<file path="src/rtl/lampfpu_log_postnorm_if.sv">
// rtl/lampfpu_log_postnorm_if.sv - result/handshake bundle between log unit, post-norm stage and consumer
interface lampfpu_log_postnorm_if #(
    parameter int E_DW = 8,
    parameter int F_DW = 7
);
    logic                 valid_i;
    logic                 s_i;
    logic [E_DW-1:0]      e_i;
    logic [F_DW+4:0]      f_i;
    logic                 isOverflow_i;
    logic                 isUnderflow_i;
    logic                 isToRound_i;
    logic [E_DW+F_DW:0]   result_o;
    logic                 valid_o;
    logic                 ready_i;
    logic                 isOverflow_o;
    logic                 isInexact_o;
    logic                 full_o;
    logic                 dropErr_o;

    modport slave (
        input  valid_i, s_i, e_i, f_i, isOverflow_i, isUnderflow_i, isToRound_i, ready_i,
        output result_o, valid_o, isOverflow_o, isInexact_o, full_o, dropErr_o
    );

    modport master (
        output valid_i, s_i, e_i, f_i, isOverflow_i, isUnderflow_i, isToRound_i, ready_i,
        input  result_o, valid_o, isOverflow_o, isInexact_o, full_o, dropErr_o
    );
endinterface

</file>
<file path="src/rtl/lampfpu_log_postnorm.sv">
// rtl/lampfpu_log_postnorm.sv - bfloat16 log post-normalise/round stage with input FIFO and output register
module lampfpu_log_postnorm #(
    parameter int E_DW       = 8,
    parameter int F_DW       = 7,
    parameter int FIFO_DEPTH = 2
) (
    input  logic clk,
    input  logic rst,
    lampfpu_log_postnorm_if.slave bus
);
    localparam int M_W   = F_DW + 5;
    localparam int AW    = (FIFO_DEPTH > 1) ? $clog2(FIFO_DEPTH) : 1;
    localparam int ENT_W = 1 + E_DW + M_W + 3;
    localparam int R_W   = 1 + E_DW + F_DW;

    logic [ENT_W-1:0] mem [FIFO_DEPTH];
    logic [AW-1:0]    wr_ptr;
    logic [AW-1:0]    rd_ptr;
    logic [AW:0]      count;
    logic             full;
    logic             push;
    logic             pop;
    logic             drop_err;

    logic [R_W-1:0]   res_q;
    logic             valid_q;
    logic             ovf_q;
    logic             inx_q;

    // Head entry fields
    logic             hs;
    logic [E_DW-1:0]  he;
    logic [M_W-1:0]   hf;
    logic             hovf;
    logic             hunf;
    logic             hrnd;

    // Rounding datapath
    logic [F_DW:0]    m;
    logic             g;
    logic             t;
    logic             up;
    logic [E_DW:0]    e_x;
    logic [E_DW:0]    e_fin;
    logic [F_DW+1:0]  sum;
    logic [F_DW-1:0]  frac;
    logic [R_W-1:0]   rnd_res;
    logic             rnd_ovf;
    logic             rnd_inx;

    assign full = (count == (AW+1)'(FIFO_DEPTH));
    assign pop  = (count != '0) && (!valid_q || bus.ready_i);
    assign push = bus.valid_i && (!full || pop);

    assign {hs, he, hf, hovf, hunf, hrnd} = mem[rd_ptr];

    // FIFO storage; no reset needed since count gates every read
    always_ff @(posedge clk) begin
        if (push) begin
            mem[wr_ptr] <= {bus.s_i, bus.e_i, bus.f_i, bus.isOverflow_i, bus.isUnderflow_i, bus.isToRound_i};
        end
    end

    // FIFO pointers and occupancy; pointers wrap naturally at a power-of-two depth
    always_ff @(posedge clk or posedge rst) begin
        if (rst) begin
            wr_ptr <= '0;
            rd_ptr <= '0;
            count  <= '0;
        end else begin
            if (push) wr_ptr <= wr_ptr + AW'(1);
            if (pop)  rd_ptr <= rd_ptr + AW'(1);
            if (push && !pop)      count <= count + (AW+1)'(1);
            else if (!push && pop) count <= count - (AW+1)'(1);
        end
    end

    // Sticky record of a result lost because the FIFO was full and not draining
    always_ff @(posedge clk or posedge rst) begin
        if (rst)                                   drop_err <= 1'b0;
        else if (bus.valid_i && full && !pop)      drop_err <= 1'b1;
    end

    // Normalise, round to nearest-even and pack the head entry
    always_comb begin
        rnd_res = '0;
        rnd_ovf = 1'b0;
        rnd_inx = 1'b0;
        if (hf[M_W-1]) begin
            m   = hf[M_W-1:4];
            g   = hf[3];
            t   = |hf[2:0];
            e_x = {1'b0, he} + (E_DW+1)'(1);
        end else begin
            m   = hf[M_W-2:3];
            g   = hf[2];
            t   = |hf[1:0];
            e_x = {1'b0, he};
        end
        up  = g && (t || m[0]);
        sum = {1'b0, m} + (F_DW+2)'(up);
        if (sum[F_DW+1]) begin
            frac  = '0;
            e_fin = e_x + (E_DW+1)'(1);
        end else begin
            frac  = sum[F_DW-1:0];
            e_fin = e_x;
        end
        if (!hrnd) begin
            rnd_res = {hs, he, hf[M_W-3:3]};
        end else if (hovf) begin
            rnd_res = {hs, {E_DW{1'b1}}, {F_DW{1'b0}}};
            rnd_ovf = 1'b1;
        end else if (hunf) begin
            rnd_res = {hs, {E_DW{1'b0}}, {F_DW{1'b0}}};
            rnd_inx = 1'b1;
        end else begin
            rnd_inx = g || t;
            if (e_fin >= {1'b0, {E_DW{1'b1}}}) begin
                rnd_res = {hs, {E_DW{1'b1}}, {F_DW{1'b0}}};
                rnd_ovf = 1'b1;
            end else begin
                rnd_res = {hs, e_fin[E_DW-1:0], frac};
            end
        end
    end

    // Output register: load on pop, release on handshake, hold while stalled
    always_ff @(posedge clk or posedge rst) begin
        if (rst) begin
            res_q   <= '0;
            valid_q <= 1'b0;
            ovf_q   <= 1'b0;
            inx_q   <= 1'b0;
        end else if (pop) begin
            res_q   <= rnd_res;
            valid_q <= 1'b1;
            ovf_q   <= rnd_ovf;
            inx_q   <= rnd_inx;
        end else if (bus.ready_i && valid_q) begin
            valid_q <= 1'b0;
        end
    end

    assign bus.result_o     = res_q;
    assign bus.valid_o      = valid_q;
    assign bus.isOverflow_o = ovf_q;
    assign bus.isInexact_o  = inx_q;
    assign bus.full_o       = full;
    assign bus.dropErr_o    = drop_err;
endmodule

</file>
<file path="src/flat_wrapper.sv">
// flat-port wrapper written by rule: the top's interface ports become plain ports
module lampfpu_log_postnorm_flat 
#(
    parameter int E_DW       = 8,
    parameter int F_DW       = 7,
    parameter int FIFO_DEPTH = 2
)
  (clk, rst, bus_valid_i, bus_s_i, bus_e_i, bus_f_i, bus_isOverflow_i, bus_isUnderflow_i, bus_isToRound_i, bus_ready_i, bus_result_o, bus_valid_o, bus_isOverflow_o, bus_isInexact_o, bus_full_o, bus_dropErr_o);
  lampfpu_log_postnorm_if #(.E_DW(E_DW), .F_DW(F_DW)) bus_i ();
  input  logic clk;
  input  logic rst;
  input wire logic [$bits(bus_i.valid_i)-1:0] bus_valid_i;
  input wire logic [$bits(bus_i.s_i)-1:0] bus_s_i;
  input wire logic [$bits(bus_i.e_i)-1:0] bus_e_i;
  input wire logic [$bits(bus_i.f_i)-1:0] bus_f_i;
  input wire logic [$bits(bus_i.isOverflow_i)-1:0] bus_isOverflow_i;
  input wire logic [$bits(bus_i.isUnderflow_i)-1:0] bus_isUnderflow_i;
  input wire logic [$bits(bus_i.isToRound_i)-1:0] bus_isToRound_i;
  input wire logic [$bits(bus_i.ready_i)-1:0] bus_ready_i;
  output wire logic [$bits(bus_i.result_o)-1:0] bus_result_o;
  output wire logic [$bits(bus_i.valid_o)-1:0] bus_valid_o;
  output wire logic [$bits(bus_i.isOverflow_o)-1:0] bus_isOverflow_o;
  output wire logic [$bits(bus_i.isInexact_o)-1:0] bus_isInexact_o;
  output wire logic [$bits(bus_i.full_o)-1:0] bus_full_o;
  output wire logic [$bits(bus_i.dropErr_o)-1:0] bus_dropErr_o;
  assign bus_i.valid_i = bus_valid_i;
  assign bus_i.s_i = bus_s_i;
  assign bus_i.e_i = bus_e_i;
  assign bus_i.f_i = bus_f_i;
  assign bus_i.isOverflow_i = bus_isOverflow_i;
  assign bus_i.isUnderflow_i = bus_isUnderflow_i;
  assign bus_i.isToRound_i = bus_isToRound_i;
  assign bus_i.ready_i = bus_ready_i;
  assign bus_result_o = bus_i.result_o;
  assign bus_valid_o = bus_i.valid_o;
  assign bus_isOverflow_o = bus_i.isOverflow_o;
  assign bus_isInexact_o = bus_i.isInexact_o;
  assign bus_full_o = bus_i.full_o;
  assign bus_dropErr_o = bus_i.dropErr_o;
  lampfpu_log_postnorm #(.E_DW(E_DW), .F_DW(F_DW), .FIFO_DEPTH(FIFO_DEPTH)) u_core (.clk(clk), .rst(rst), .bus(bus_i));
endmodule
</file>
<file path="config.mk">
export PLATFORM = sky130hd
export DESIGN_NAME = lampfpu_log_postnorm_flat
export DESIGN_NICKNAME = d
export VERILOG_FILES = /design/src/rtl/lampfpu_log_postnorm_if.sv /design/src/rtl/lampfpu_log_postnorm.sv /design/src/flat_wrapper.sv
export SDC_FILE = /design/constraint.sdc
export NUM_CORES = 1
export LEC_CHECK = 0
export CAP_MARGIN = 20
export CORE_ASPECT_RATIO = 0.6
export CORE_UTILIZATION = 53
export CTS_CLUSTER_SIZE = 28
export DETAILED_ROUTE_END_ITERATION = 12
export PLACE_DENSITY_LB_ADDON = 0.08
export REMOVE_ABC_BUFFERS = 1
export SETUP_SLACK_MARGIN = 0.15
export SLEW_MARGIN = 25
export SYNTH_ARGS = -nofsm -noshare
export SYNTH_HDL_FRONTEND = slang
export SYNTH_SLANG_ARGS = --single-unit
</file>
<file path="constraint.sdc">
create_clock -name clk -period 9.25 [get_ports clk]
set_input_delay 1.3875 -clock clk [delete_from_list [all_inputs] [get_ports clk]]
set_output_delay 1.3875 -clock clk [all_outputs]
set_load 0.005 [all_outputs]
</file>
==> key figures, run 1 <==
STA
  • Worst Tran Pin Value: 0.892 ns
  • Final setup fails: 0
  • Clock Skew: 0.00767 ns
  • Rel. slew slack: 0.388
  • RSZ-0062 raised after global routing: false
  • Final Hold Fails: 0
  • Period utilization: 0.486
  • Clock period minus worst slack: 4.49 ns
  • Final WS setup: 4.76 ns
  • Setup_tns: 0 ns
  • Final Max Tran Viols: 0
  • FMAX: 0.223 GHz

Synthesis
  • Main combinational cell family by area after synthesis: compound AO/OA/AOI/OAI gates
  • Post-synth top cells: 48 x edfxtp_1, 24 x dfrtp_1, 24 x nand2_1, 24 x nor2_1, 18 x a21oi_1
  • Synth warn: 0
  • Synth Register Bits: about 70
  • Adder-Cell Fraction of Synth Area: 0.0159
  • Most frequent cell after synthesis: edfxtp_1
  • Syn avg cell area: approximately 12 um2
  • Ys flop type: edfxtp_1
  • Number of synthesized flops with an enable pin: 48
  • Post-synth top area share: 0.366
  • Cell type with the largest total area after synthesis: edfxtp_1
  • Post-Syn Area: 3930 um2
  • Cells after Synth: about 330
  • Distinct cells, synth: between 60 and 70
  • FFs w/ async S/R, synth: 0.333
  • Seq/Total Area, Yosys: 0.519
  • Synth Area in Compound Gates: 0.162
  • Portion of netlist area occupied by mux cells: 0.0986
  • XOR/XNOR Fraction of Synth Area: 0.0464
  • Post-Synth Simple-Gate Area: 0.135
  • Main area contributors after synthesis: edfxtp_1 37%, dfrtp_1 15%, mux2_2 4.9%, mux2i_1 4.1%, xnor2_1 3.1%

Clock tree
  • H-Tree Depth: 3
  • CTS tree: built
  • Root Driver: clkbuf_16
  • CTS buffer count: 9
  • Worst-Skew Late Latency: 0.34 ns
  • Setup repair bufs after CTS: 0
  • Clock slew at reported path FFs: roughly 0.06 ns
  • # resized after CTS: 0
  • Post-CTS Hold Buffers: 0
  • Clk sink count: 72
  • Longest Clk Path Bufs: 2

Floorplan
  • Rows: 23
  • Initial Util: 0.570
  • Full die area: 7780 um2
  • Chip height: approximately 70 um
  • Die width: ~110 um
  • Io pins: 49
  • Core footprint: 6910 um2

Detailed routing
  • Uppermost layer routed: met4
  • DRT met1 WL: 4830 um
  • WL met3: around 800 um
  • WL/cell: 20.2 um
  • Initial DRC count: between 400 and 500
  • Routed wl met2: 3760 um
  • Post-route ant nets: 0
  • TritonRoute pass-1 iters: 5
  • Final wirelength: 9500 um
  • DRC: 0
  • Vias: 2928
  • Routed vias/inst: 6.22

Power
  • P_sw: 646 uW
  • Leakage: 1.75 nW
  • P per Cell Area: 343 nW/um2
  • Clock share of power: 0.216
  • Combinational share of power: 0.463
  • Switching part of the total: 0.393
  • Sequential power share: 0.321
  • Cell internal pwr: 998 uW
  • Peak VDD IR: 0.173 mV

Worst hold path
  • Hold path cells: 2
  • Hold Startpoint: u_core.bus.result_o[15]
  • Worst hold endpoint: u_core.bus.result_o[15]
  • HP Class: flop to flop

GRT
  • Remaining global-route overflow: 0
  • First-pass GRT wire length: 14500 um
  • Total track usage: 0.265
  • Vias in the first global route: 2638
  • Initial antenna violation count: 0
  • Largest net degree at the start of global routing: 28

Outcome
  • Run status: finished, final reports clean

Placed design
  • Final Wtd Congestion: 0.868
  • Post-place setup slack: roughly 4.9 ns
  • HPWL after DPL: 6970 um
  • Port Buf Inserts: 48
  • Placed cells: roughly 460

Critical path
  • Register-to-Register Setup Slack: 4.76 ns
  • Worst r2r path cells: 14
  • CP Max Fanout: 27
  • Kind of critical path: flop to flop
  • Worst EP required: 9.45 ns
  • R2R Path End: u_core.bus.result_o[4]
  • Crit path DAT: 4.69 ns
  • CP Capture Type: flop
  • Worst reg2reg path startpoint: u_core.rd_ptr
  • Critical Path Start Type: flop

Final layout
  • Fillers: about 540
  • Multi-input gate area: 1800 um2
  • ANT cells: 0
  • Area Overhead vs Synth: 21.9%
  • Fin nets: slightly above 400
  • Seq. cell area: 2040 um2
  • Post-route insts no fill: 471
  • Share of cells above drive strength 1: 0.161

Run
  • Max_cap viols: 0
critical path, stage by stage, from the launching register on:
cell	delay (ns)
dfrtp_2	0.69
buf_4	0.45
mux2i_1	0.62
a21oi_1	0.14
a21oi_1	0.15
ha_1	0.18
ha_1	0.21
inv_1	0.09
a211oi_4	0.40
nand3_4	0.16
a2111oi_4	0.34
xnor2_1	0.18
or3_4	0.36
o2111ai_4	0.20
o221ai_2	0.15
cells by family after synthesis:
group,count (synthesis)
simple gates,97
compound gates,79
flops,72
mux,35
xor+xnor,20
buf+inv,20
fa+ha+maj,5
metrics by stage:
step | hold WS (ns) | instance area (um2) | power, mW | util
CTS | 0.484 | 4800 | 1.64 | 0.695
global route | 0.504 | 4800 | 1.73 | 0.695
detailed placement | 0.471 | 4490 | 1.28 | 0.650
finish | 0.478 | 4800 | 1.64 | 0.695
global placement | 0.438 | 4490 | 1.27 | 0.650
floorplan | 0.451 | 3870 | 1.02 | -
final cells by class:
type / instances / share of cell area
Clock inverter: 4 / 0.0107
Tap cell: 87 / 0.0227
Clock buffer: 12 / 0.0535
Sequential cell: 72 / 0.426
Inverter: 9 / 0.00704
Timing Repair Buffer: 51 / 0.105
Multi-Input combinational cell: 236 / 0.375
placed cells by master (no fill, tap or decap), drive strengths merged, types with 2 or more instances in the layout:
master,Yosys,layout
nor3,8,8
xor2,5,5
nand3b,4,4
edfxtp,48,48
a211oi,5,5
a22oi,7,7
dfrtp,24,24
ha,5,5
nor2b,2,2
o2111ai,3,3
nand2,25,25
nand3,12,12
buf,7,3
a21oi,18,18
nand4,2,2
xnor2,15,15
o211ai,2,2
and3,2,2
mux2i,18,18
clkdlybuf4s50,0,48
a21o,3,3
a221oi,2,2
nor4,7,7
mux2,17,17
a41oi,2,2
o211a,2,2
o22ai,7,7
clkbuf,4,12
and2,3,3
o31ai,2,2
o221ai,3,3
nor2,24,24
o21ai,18,18
inv,9,10
nand2b,3,3
o21a,2,2
routing by layer:
| metal | track usage | vias to the layer above |
|---|---|---|
| met5 | 0 | - |
| met4 | 0.0839 | 0 |
| met3 | 0.0857 | 18 |
| met2 | 0.352 | 155 |
| met1 | 0.402 | 1398 |
| li1 | - | 1357 |
worst max path at each step:
stage / start / endpoint / slack [ns] / cells after the start
after floorplan: u_core.rd_ptr / u_core.bus.result_o[4] / 4.92 / 13
final: u_core.rd_ptr / u_core.bus.result_o[4] / 4.76 / 14
after global routing: u_core.rd_ptr / u_core.bus.result_o[10] / 4.48 / 14
after CTS: u_core.rd_ptr / u_core.bus.result_o[5] / 4.83 / 14
after global placement: u_core.rd_ptr / u_core.bus.result_o[5] / 5.05 / 14
after detailed placement: u_core.rd_ptr / u_core.bus.result_o[5] / 4.85 / 14
power by group through the flow:
stage / Clock [mW] / Combinational, mW / Sequential (mW)
detailed placement: 0 / 0.747 / 0.531
floorplan: 0 / 0.484 / 0.533
global placement: 0 / 0.739 / 0.529
finish: 0.355 / 0.761 / 0.529
CTS: 0.363 / 0.752 / 0.527
global route: 0.373 / 0.820 / 0.539
sequential cells by signal (all words and copies together), names as in the netlist:
name / cells
u_core.bus.isInexact_o: 1
u_core.count: 2
u_core.bus.dropErr_o: 1
u_core.mem: 48
u_core.bus.valid_o: 1
u_core.rd_ptr: 1
u_core.bus.isOverflow_o: 1
u_core.bus.result_o: 16
u_core.wr_ptr: 1
No activity file was read; power rests on OpenSTA's default activity.
==> inputs of run 2 (changes only) <==
Clock period 9.25 ns to 4.61 ns, I/O delays scaled along.
==> key figures, run 2 (synthesis results as in run 1) <==
Outcome
  • Run status: finished, final reports clean

Worst hold path
  • Hold Startpoint: u_core.bus.dropErr_o
  • HP Class: flop to flop

GRT
  • Vias in the first global route: 2799 (+6.1%)
  • Largest net degree at the start of global routing: 25 (-11%)
  • Initial antenna violation count: 0 (unchanged)
  • First-pass GRT wire length: 15100 um (+4.1%)
  • Total track usage: 0.272 (+0.00675)
  • Remaining global-route overflow: 0 (unchanged)

STA
  • Final Max Tran Viols: 0 (unchanged)
  • Setup_tns: 0 ns (unchanged)
  • FMAX: 0.263 GHz (+18%)
  • Clock period minus worst slack: 3.80 ns (-0.691 ns)
  • RSZ-0062 raised after global routing: false
  • Rel. slew slack: 0.325 (-0.0638)
  • Final setup fails: 0 (unchanged)
  • Final Hold Fails: 0 (unchanged)
  • Clock Skew: 0.00584 ns (-0.00183 ns)
  • Period utilization: 0.824 (+0.339)
  • Worst Tran Pin Value: 0.985 ns (+0.0930 ns)
  • Final WS setup: 0.809 ns (-3.95 ns)

Final layout
  • Largest Register: u_core.mem
  • Area Overhead vs Synth: 22.2%
  • Max reg flops: 48 (unchanged)
  • ANT cells: 0 (unchanged)
  • Commonest cells after routing, fill and taps aside: 48 x clkdlybuf4s50_1, 48 x edfxtp_1, 24 x nand2_1, 23 x nor2_1, 23 x dfrtp_1
  • Share of cells above drive strength 1: 0.168 (+0.00694)
  • Fillers: 532 (-0.56%)
  • Fin nets: 414 (+0.49%)

Detailed routing
  • DRC: 0 (unchanged)
  • Post-route ant nets: 0 (unchanged)
  • Initial DRC count: 279 (-38%)
  • Routed vias/inst: 6.10 (-1.9%)
  • Vias: 2884 (-1.5%)
  • TritonRoute pass-1 iters: 5 (unchanged)
  • WL/cell: 20.4 um (+1.0%)
  • Final wirelength: 9640 um (+1.5%)

Floorplan
  • Io pins: 49 (unchanged)
  • Core footprint: 6910 um2 (unchanged)
  • Rows: 23 (unchanged)
  • Initial Util: 0.570 (unchanged)
  • Die width: 113 um (unchanged)
  • Chip height: 68.7 um (unchanged)
  • Full die area: 7780 um2 (unchanged)

Clock tree
  • CTS buffer count: 9 (unchanged)
  • # resized after CTS: 0 (unchanged)
  • H-Tree Depth: 3 (unchanged)
  • Worst-Skew Late Latency: 0.34 ns (about the same)
  • Longest Clk Path Bufs: 2 (unchanged)
  • Clk sink count: 72 (unchanged)
  • Setup repair bufs after CTS: 0 (unchanged)
  • CTS tree: built
  • Post-CTS Hold Buffers: 0 (unchanged)
  • Clock slew at reported path FFs: 0.06 ns (about the same)
  • Root Driver: clkbuf_16

Critical path
  • CP Launch Point: u_core.rd_ptr
  • Crit-path slowest cell: dfrtp_2
  • CP Max Fanout: 18 (-33%)
  • Kind of critical path: flop to flop
  • Crit path DAT: 4.03 ns (-0.66 ns)
  • Critical Path Start Type: flop
  • Worst reg2reg path startpoint: u_core.rd_ptr
  • CP bufs+invs: 2 (unchanged)
  • Cell family with most CP delay: compound AO/OA/AOI/OAI gates
  • CP Capture Type: flop
  • Max stage delay on crit path: 0.57 ns (-0.12 ns)
  • Worst EP required: 4.84 ns (-4.61 ns)
  • Crit-path cells: buf_4 -> a21oi_1 -> o21ai_0 -> a21oi_1 -> ha_1 -> ha_1 -> inv_1 -> a211oi_4 -> nand3_4 -> a2111oi_4 -> a41oi_1 -> o21ai_0 -> nor2_1 -> a221oi_1

Power
  • Combinational share of power: 0.470 (+0.007)
  • P_sw: 1.29 mW (+99%)
  • Peak VDD IR: 0.458 mV (+170%)
  • Sequential power share: 0.322 (about the same)
  • P per Cell Area: 682 nW/um2 (+99%)
  • Clock share of power: 0.208 (-0.008)
  • Cell internal pwr: 1.99 mW (+99%)
  • Leakage: 1.76 nW (+0.60%)
  • Switching part of the total: 0.393 (about the same)

Placed design
  • Port Buf Inserts: 48 (unchanged)
  • Post-place setup slack: 0.856 ns (-4.00 ns)
  • Final Wtd Congestion: 0.923 (+6.3%)
  • HPWL after DPL: 7160 um (+2.7%)

Run
  • Max_cap viols: 0 (unchanged)
-- run 2: cell types whose count changed in the layout (fill, tap and decap cells not counted), sizes merged --
| cell | before | now |
|---|---|---|
| buf | 3 | 5 |
| clkinv | 1 | 2 |
| bufinv | 1 | 0 |
-- run 2: final timing paths --
path,endpoint,slack [ns],cells past startpoint
max in group asynchronous,u_core.rd_ptr,3.12,2
min in group asynchronous,u_core.bus.isInexact_o,0.87,2
max reg2reg,u_core.bus.result_o[10],0.81,14
min reg2reg,u_core.bus.dropErr_o,0.46,1
max,u_core.bus.result_o[10],0.81,14
min,u_core.bus.dropErr_o,0.46,1
-- run 2: metrics by stage --
| step | total power [mW] | util | cell area (um2) | instances | hold slack, ns |
|---|---|---|---|---|---|
| 2_1_floorplan | 2.04 | - | 3870 | 317 | 0.451 |
| 3_3_place_gp | 2.54 | 0.652 | 4500 | 457 | 0.442 |
| 3_5_place_dp | 2.58 | 0.652 | 4500 | 457 | 0.455 |
| 4_1_cts | 3.27 | 0.696 | 4810 | 473 | 0.468 |
| 5_1_grt | 3.47 | 0.696 | 4810 | 473 | 0.483 |
| 6_report | 3.28 | 0.696 | 4810 | 473 | 0.465 |
-- run 2: final cells by class --
cell class | instances | area [um2] | share of cell area
clock inverters | 4 | 23.8 | 0.00495
multi-input cells | 236 | 1800 | 0.375
inverters | 9 | 33.8 | 0.00703
well taps | 87 | 109 | 0.0227
flip-flops and latches | 72 | 2040 | 0.425
clock buffers | 12 | 278 | 0.0578
repair buffers | 53 | 518 | 0.108
-- run 2: power groups by stage --
stage / clock network, mW / logic (mW) / registers, mW
final: 0.681 / 1.54 / 1.06
after global routing: 0.718 / 1.68 / 1.08
after global placement: 0 / 1.48 / 1.06
after detailed placement: 0 / 1.51 / 1.06
after CTS: 0.691 / 1.52 / 1.05
after floorplan: 0 / 0.972 / 1.07
-- run 2: metal layers --
layer	track usage	part of all wire	up-vias
li1	-	-	1357
met5	0	0	-
met2	0.398	0.42	124
met3	0.0900	0.090	16
met4	0.0822	0.012	0
met1	0.386	0.48	1387
